**src/rtl/vxe_vpu_gen_ecu.sv**
```systemverilog
// ---------------------------------------------------------------------------
// vxe_vpu_gen_ecu
// Generalised VPU execution control unit. It takes one dispatched command at a
// time, checks the opcode, pulses start to a masked subset of execution units,
// and reports done once every started unit has gone idle. A one-entry pending
// buffer lets the dispatcher queue a command while another one is running.
//
// Ports
//   clk, rst            clock, synchronous active-high reset
//   i_disp / o_rdy      dispatch strobe; accepted when i_disp && o_rdy
//   i_cmd_op/th/pl      command opcode, thread id, payload
//   i_eu_en             unit enable mask, captured with the command
//   i_to_limit          watchdog limit in WAIT cycles (0 disables it)
//   o_done / o_err      one-cycle completion pulse, error flag on the same cycle
//   o_err_code          01 bad opcode, 10 timeout, 00 ok; held until next done
//   o_eu_start          one-cycle start pulse per enabled unit
//   o_eu_th / o_eu_pl   thread and payload of the running command
//   i_eu_busy           per-unit busy flags
// ---------------------------------------------------------------------------
module vxe_vpu_gen_ecu #(
    parameter int         N_EU     = 8,
    parameter int         BUSY_DLY = 1,
    parameter int         TO_W     = 16,
    parameter logic [4:0] EXP_OP   = 5'h04   // CU_CMD_STORE
) (
    input  logic            clk,
    input  logic            rst,
    input  logic            i_disp,
    output logic            o_rdy,
    input  logic [4:0]      i_cmd_op,
    input  logic [2:0]      i_cmd_th,
    input  logic [47:0]     i_cmd_pl,
    input  logic [N_EU-1:0] i_eu_en,
    input  logic [TO_W-1:0] i_to_limit,
    output logic            o_done,
    output logic            o_err,
    output logic [1:0]      o_err_code,
    output logic [N_EU-1:0] o_eu_start,
    output logic [2:0]      o_eu_th,
    output logic [47:0]     o_eu_pl,
    input  logic [N_EU-1:0] i_eu_busy
);

    // HOLD counts 0 .. BUSY_DLY-2; it is never entered when BUSY_DLY == 1.
    localparam int              HW        = (BUSY_DLY > 1) ? $clog2(BUSY_DLY) : 1;
    localparam logic [HW-1:0]   HOLD_LAST = HW'((BUSY_DLY > 1) ? (BUSY_DLY - 2) : 0);

    typedef enum logic [1:0] {
        ST_IDLE  = 2'd0,
        ST_START = 2'd1,
        ST_HOLD  = 2'd2,
        ST_WAIT  = 2'd3
    } state_t;

    state_t          state_r, state_s;
    logic [HW-1:0]   hold_r, hold_s;
    logic [TO_W-1:0] wd_r, wd_s, wd_inc_s;
    logic [N_EU-1:0] en_r, en_s;
    logic            done_r, done_s;
    logic            err_r, err_s;
    logic [1:0]      code_r, code_s;
    logic [N_EU-1:0] start_r, start_s;
    logic [2:0]      th_r, th_s;
    logic [47:0]     pl_r, pl_s;

    logic            pend_vld_r, pend_vld_s;
    logic [4:0]      pend_op_r, pend_op_s;
    logic [2:0]      pend_th_r, pend_th_s;
    logic [47:0]     pend_pl_r, pend_pl_s;
    logic [N_EU-1:0] pend_en_r, pend_en_s;

    logic            accept_s, launch_ok_s, launch_s, bypass_s, busy_any_s;
    logic [4:0]      l_op_s;
    logic [2:0]      l_th_s;
    logic [47:0]     l_pl_s;
    logic [N_EU-1:0] l_en_s;

    // Next-state, pending-entry and output computation.
    always_comb begin
        state_s    = state_r;
        hold_s     = hold_r;
        wd_s       = wd_r;
        en_s       = en_r;
        done_s     = 1'b0;
        err_s      = 1'b0;
        code_s     = code_r;
        start_s    = '0;
        th_s       = th_r;
        pl_s       = pl_r;
        pend_vld_s = pend_vld_r;
        pend_op_s  = pend_op_r;
        pend_th_s  = pend_th_r;
        pend_pl_s  = pend_pl_r;
        pend_en_s  = pend_en_r;

        accept_s    = i_disp && !pend_vld_r;
        // The done cycle itself never launches, guaranteeing one idle cycle
        // between o_done and the next start pulse.
        launch_ok_s = (state_r == ST_IDLE) && !done_r;
        bypass_s    = launch_ok_s && !pend_vld_r && accept_s;
        launch_s    = launch_ok_s && (pend_vld_r || accept_s);
        busy_any_s  = |(i_eu_busy & en_r);
        wd_inc_s    = (wd_r == {TO_W{1'b1}}) ? wd_r : (wd_r + {{(TO_W-1){1'b0}}, 1'b1});

        if (pend_vld_r) begin
            l_op_s = pend_op_r;
            l_th_s = pend_th_r;
            l_pl_s = pend_pl_r;
            l_en_s = pend_en_r;
        end else begin
            l_op_s = i_cmd_op;
            l_th_s = i_cmd_th;
            l_pl_s = i_cmd_pl;
            l_en_s = i_eu_en;
        end

        // Pending entry: freed by a launch, filled by any accept that is not bypassed.
        if (launch_ok_s && pend_vld_r) begin
            pend_vld_s = 1'b0;
        end else begin
            pend_vld_s = pend_vld_r;
        end
        if (accept_s && !bypass_s) begin
            pend_vld_s = 1'b1;
            pend_op_s  = i_cmd_op;
            pend_th_s  = i_cmd_th;
            pend_pl_s  = i_cmd_pl;
            pend_en_s  = i_eu_en;
        end else begin
            pend_vld_s = pend_vld_s;
        end

        case (state_r)
            ST_IDLE: begin
                if (launch_s) begin
                    if (l_op_s != EXP_OP) begin
                        done_s = 1'b1;
                        err_s  = 1'b1;
                        code_s = 2'b01;
                    end else begin
                        start_s = l_en_s;
                        en_s    = l_en_s;
                        th_s    = l_th_s;
                        pl_s    = l_pl_s;
                        state_s = ST_START;
                    end
                end else begin
                    state_s = ST_IDLE;
                end
            end
            ST_START: begin
                if (BUSY_DLY > 1) begin
                    hold_s  = '0;
                    state_s = ST_HOLD;
                end else begin
                    wd_s    = '0;
                    state_s = ST_WAIT;
                end
            end
            ST_HOLD: begin
                if (hold_r == HOLD_LAST) begin
                    wd_s    = '0;
                    state_s = ST_WAIT;
                end else begin
                    hold_s  = hold_r + {{(HW-1){1'b0}}, 1'b1};
                end
            end
            ST_WAIT: begin
                if (!busy_any_s) begin
                    done_s  = 1'b1;
                    code_s  = 2'b00;
                    state_s = ST_IDLE;
                end else if ((i_to_limit != {TO_W{1'b0}}) && (wd_inc_s >= i_to_limit)) begin
                    done_s  = 1'b1;
                    err_s   = 1'b1;
                    code_s  = 2'b10;
                    state_s = ST_IDLE;
                end else begin
                    wd_s    = wd_inc_s;
                end
            end
            default: begin
                state_s = ST_IDLE;
            end
        endcase
    end

    // State, pending entry and registered outputs.
    always_ff @(posedge clk) begin
        if (rst) begin
            state_r    <= ST_IDLE;
            hold_r     <= '0;
            wd_r       <= '0;
            en_r       <= '0;
            done_r     <= 1'b0;
            err_r      <= 1'b0;
            code_r     <= 2'b00;
            start_r    <= '0;
            th_r       <= 3'd0;
            pl_r       <= 48'd0;
            pend_vld_r <= 1'b0;
            pend_op_r  <= 5'd0;
            pend_th_r  <= 3'd0;
            pend_pl_r  <= 48'd0;
            pend_en_r  <= '0;
        end else begin
            state_r    <= state_s;
            hold_r     <= hold_s;
            wd_r       <= wd_s;
            en_r       <= en_s;
            done_r     <= done_s;
            err_r      <= err_s;
            code_r     <= code_s;
            start_r    <= start_s;
            th_r       <= th_s;
            pl_r       <= pl_s;
            pend_vld_r <= pend_vld_s;
            pend_op_r  <= pend_op_s;
            pend_th_r  <= pend_th_s;
            pend_pl_r  <= pend_pl_s;
            pend_en_r  <= pend_en_s;
        end
    end

    assign o_rdy      = !pend_vld_r;
    assign o_done     = done_r;
    assign o_err      = err_r;
    assign o_err_code = code_r;
    assign o_eu_start = start_r;
    assign o_eu_th    = th_r;
    assign o_eu_pl    = pl_r;

endmodule
```
**config.mk**
```make
export PLATFORM = sky130hd
export DESIGN_NAME = vxe_vpu_gen_ecu
export DESIGN_NICKNAME = d
export VERILOG_FILES = /design/src/rtl/vxe_vpu_gen_ecu.sv
export SDC_FILE = /design/constraint.sdc
export NUM_CORES = 1
export LEC_CHECK = 0
export CORE_MARGIN = 2
export CORE_UTILIZATION = 41
export DETAILED_ROUTE_END_ITERATION = 12
export PLACE_DENSITY = 0.67
export REMOVE_ABC_BUFFERS = 1
export SYNTH_ARGS = -nofsm -noshare
export SYNTH_HDL_FRONTEND = slang
export SYNTH_SLANG_ARGS = --single-unit
```
**constraint.sdc**
```tcl
create_clock -name clk -period 3.9 [get_ports clk]
set_input_delay 1.17 -clock clk [delete_from_list [all_inputs] [get_ports clk]]
set_output_delay 1.17 -clock clk [all_outputs]
set_load 0.02 [all_outputs]
```
==> metrics.yaml <==
grt:
  grt_start_max_net_pins: 66
  grt.busiest_layer: "met2"
  antenna_found_initial: 0
  grt_pass1_vias: 5679
  use_met3_pct: 5.63
  grt_first_pass_wirelength_mm: 28.3
  grt_use_total_pct: 19.3
  overflow: 0
  met2_usage_pct: 29.5
  grt_util_met1_pct: 25.6
synth:
  yosysTopAreaCell: "dfxtp_1"
  ys_warn_count: 0
  synth_cell_types: 51
  synth.most_common_cell: "dfxtp_1"
  synth_edf_count: 0
  synth-seq-area-share_pct: 42.6
  ys.flop_type: "dfxtp_1"
  ys_seq_elements: 154
  synthCells: 807
  syn_avg_cell_area_um2: 8.97
  syn_area_um2: 7240
  synth_top_area_share_pct: 42.6
  ys_async_sr_fraction_pct: 0
  yosys-top-cells-count: "154 x dfxtp_1, 144 x nand2_1, 82 x nor2_1, 76 x a21oi_1, 62 x mux2i_1"
  synth_area_leaders: "dfxtp_1 43%, a211oi_2 10%, mux2i_1 8.6%"
layout:
  postLayoutCoreUtil_pct: 55.5
  syn_to_final_growth_pct: 32.7
  nNetsFinal: 1049
  num_antenna_cells: 0
  fillers: 1582
  drive_gt1_share_pct: 13.0
  regArea_um2: 3090
  multi_input_area_um2: 3760
setup_path:
  crit_type: "flip-flop to flip-flop"
  crit_chain: "and4_1 -> nand2_2 -> or3_1 -> nor3_2 -> xor2_1 -> ha_1 -> a21oi_1 -> o21ai_0 -> a2111oi_2 -> a21oi_2 -> and2_0 -> a221o_1"
  worstSetupEndpointType: "flip-flop"
  cpMaxStageDelayCell: "a2111oi_2"
  worst_ep_required_time_ps: 4200
  crit_fanout: 7
  path_delay_family: "compound AO/OA/AOI/OAI gates"
  worstPathArrival_ps: 3900
  reg2reg_slack_ps: 300
  cpPeakStageDelay_ps: 470
  start_kind: "flip-flop"
  reg2reg_to: "wd_r[9]"
  r2r_start: "wd_r[3]"
  crit_buf_inv: 0
  r2r_cells: 12
clock_tree:
  cts_setup_buffers: 0
  clock_sinks: 154
  cts_root_buf: "clkbuf_16"
  path_clk_slew_ps: 60
  clk_latency_ps: 420
  cts_tree: "done"
  htree_num_levels: 4
  clk_path_buf_depth: 2
  cts_buffers: 17
route:
  drc: 0
  wl_per_cell_um: 15.2
  first_iter_violations: 391
  drtPass1Iterations: 6
  via_per_inst: 5.13
  vias: 6037
  wl_mm: 17.9
  drtAntennaViolNets: 0
sta:
  slew_headroom_pct: 40.5
  whs_ps: 453
  tightest_slew_ps: 893
  clock.fmax_ghz: 0.278
  maxSlewViolCount: 0
  min_period_ps: 3600
  fin_skew_ps: 13.8
  finalHoldViolations: 0
  final.setup.tns_ps: 0
  min_period_over_period_pct: 92.3
  setup_viol: 0
power_and_ir_drop:
  total_power_mw: 5.21
  power_density_nw_per_um2: 542
  peakVddDrop_mv: 0.320
  p_leak_nw: 3.34
floorplanning:
  die_y_um: 137
  rows: 48
  core_region_area_um2: 17300
  initial_core_util_pct: 41.8
  die_w_um: 137
  dieArea_um2: 18700
  ioPinCount: 155
worst_hold_path:
  min_path_type: "flip-flop to flip-flop"
  whs_path_depth: 2
  whs_endpoint: "pend_pl_r[36]"
  hold_start: "pend_pl_r[36]"
status:
  outcome: "completed"
placed_design:
  gp_congestion: 0.798
  io_buffers: 154
  dpl.hpwl_mm: 12.0
run:
  cap_violations: 0
## power by group
group | internal [mW] | total [mW] | switching, mW | leakage [nW]
Clock | 1.13 | 1.81 | 0.675 | 0.322
Combinational | 0.566 | 1.44 | 0.875 | 1.77
Sequential | 1.81 | 1.96 | 0.147 | 1.25
Total | 3.51 | 5.21 | 1.70 | 3.34
## routing by layer
layer | wire (um) | part of all wire (%)
met1 | 8490 | 47
met2 | 7870 | 44
met3 | 1220 | 6.8
met4 | 345 | 1.9
met5 | 0 | 0
## worst min-delay path, stage by stage, from the launching register on
cell     delay, ps
dfxtp_1        310
nand2_1         50
a21oi_1         50
## flip-flops by register name, indices dropped and copies added (netlist names)
signal	cells
o_eu_start	8
pend_pl_r	48
o_err	1
o_err_code	2
en_r	8
state_r	2
pend_vld_r	1
o_eu_pl	48
pend_th_r	3
o_eu_th	3
wd_r	16
pend_op_r	5
o_done	1
pend_en_r	8
## cells by family after synthesis
| logic type | Yosys count | synth area share (%) |
|---|---|---|
| AO/OA/AOI/OAI | 181 | 20.1 |
| XOR/XNOR | 10 | 1.21 |
| adder cells (fa/ha/maj) | 19 | 3.28 |
| buffers and inverters | 82 | 5.76 |
| flip-flops | 154 | 42.6 |
| multiplexers | 65 | 9.04 |
| AND/OR/NAND/NOR | 296 | 18.0 |
## cell type report
type,instances,share of cell area [%]
Sequential cell,154,32.1
Multi-Input combinational cell,571,39.1
Clock inverter,12,1.90
Tap cell,225,2.93
Inverter,23,0.899
Clock buffer,20,4.86
Timing Repair Buffer,172,18.1
## layout by cell type (no fill, tap or decap), drive strengths merged, types with 2 or more instances in the layout
| cell type | Yosys | final |
|---|---|---|
| dfxtp | 154 | 154 |
| clkdlybuf4s50 | 0 | 153 |
| nand2 | 145 | 145 |
| nor2 | 83 | 83 |
| a21oi | 76 | 76 |
| a211oi | 65 | 65 |
| mux2i | 62 | 62 |
| inv | 23 | 27 |
| clkbuf | 32 | 20 |
| ha | 19 | 19 |
| buf | 27 | 19 |
| o21ai | 15 | 15 |
| nand3 | 12 | 12 |
| nor3 | 12 | 12 |
| nand2b | 11 | 11 |
| nor4 | 7 | 7 |
| a221o | 7 | 7 |
| xnor2 | 6 | 6 |
| and3 | 6 | 6 |
| and2 | 5 | 5 |
| and4 | 4 | 4 |
| xor2 | 4 | 4 |
| a22oi | 4 | 4 |
| bufinv | 0 | 4 |
| clkinv | 0 | 4 |
| nand4 | 3 | 3 |
| mux2 | 3 | 3 |
| nor4b | 3 | 3 |
| or3 | 2 | 2 |
| a211o | 2 | 2 |
| a21o | 2 | 2 |
| o41ai | 2 | 2 |
| a221oi | 2 | 2 |
## worst max path at each step
| stage | slack [ps] | cells after the start | to | start |
|---|---|---|---|---|
| after floorplan | -3100 | 6 | o_eu_start[7] | pend_vld_r |
| after global placement | 120 | 9 | wd_r[5] | i_to_limit[13] |
| after detailed placement | 90 | 9 | wd_r[10] | i_to_limit[13] |
| after global routing | -30 | 14 | wd_r[5] | wd_r[0] |
| after CTS | 200 | 13 | wd_r[10] | wd_r[0] |
| final | 300 | 12 | wd_r[9] | wd_r[3] |
## stage by stage
step | worst slack (ps) | std cells | cell area, um^2
2_1_floorplan | -3100 | 748 | 6910
3_3_place_gp | 120 | 1145 | 8940
3_5_place_dp | 90.0 | 1145 | 8940
4_1_cts | 204 | 1177 | 9590
5_1_grt | -30.8 | 1177 | 9600
6_report | 301 | 1177 | 9600
## timing repair
action,in CTS,in global routing
hold buffers,0,0
endpoints found under the setup margin,0,7
gates resized for setup,0,3
(Power assumes the default switching activity.)
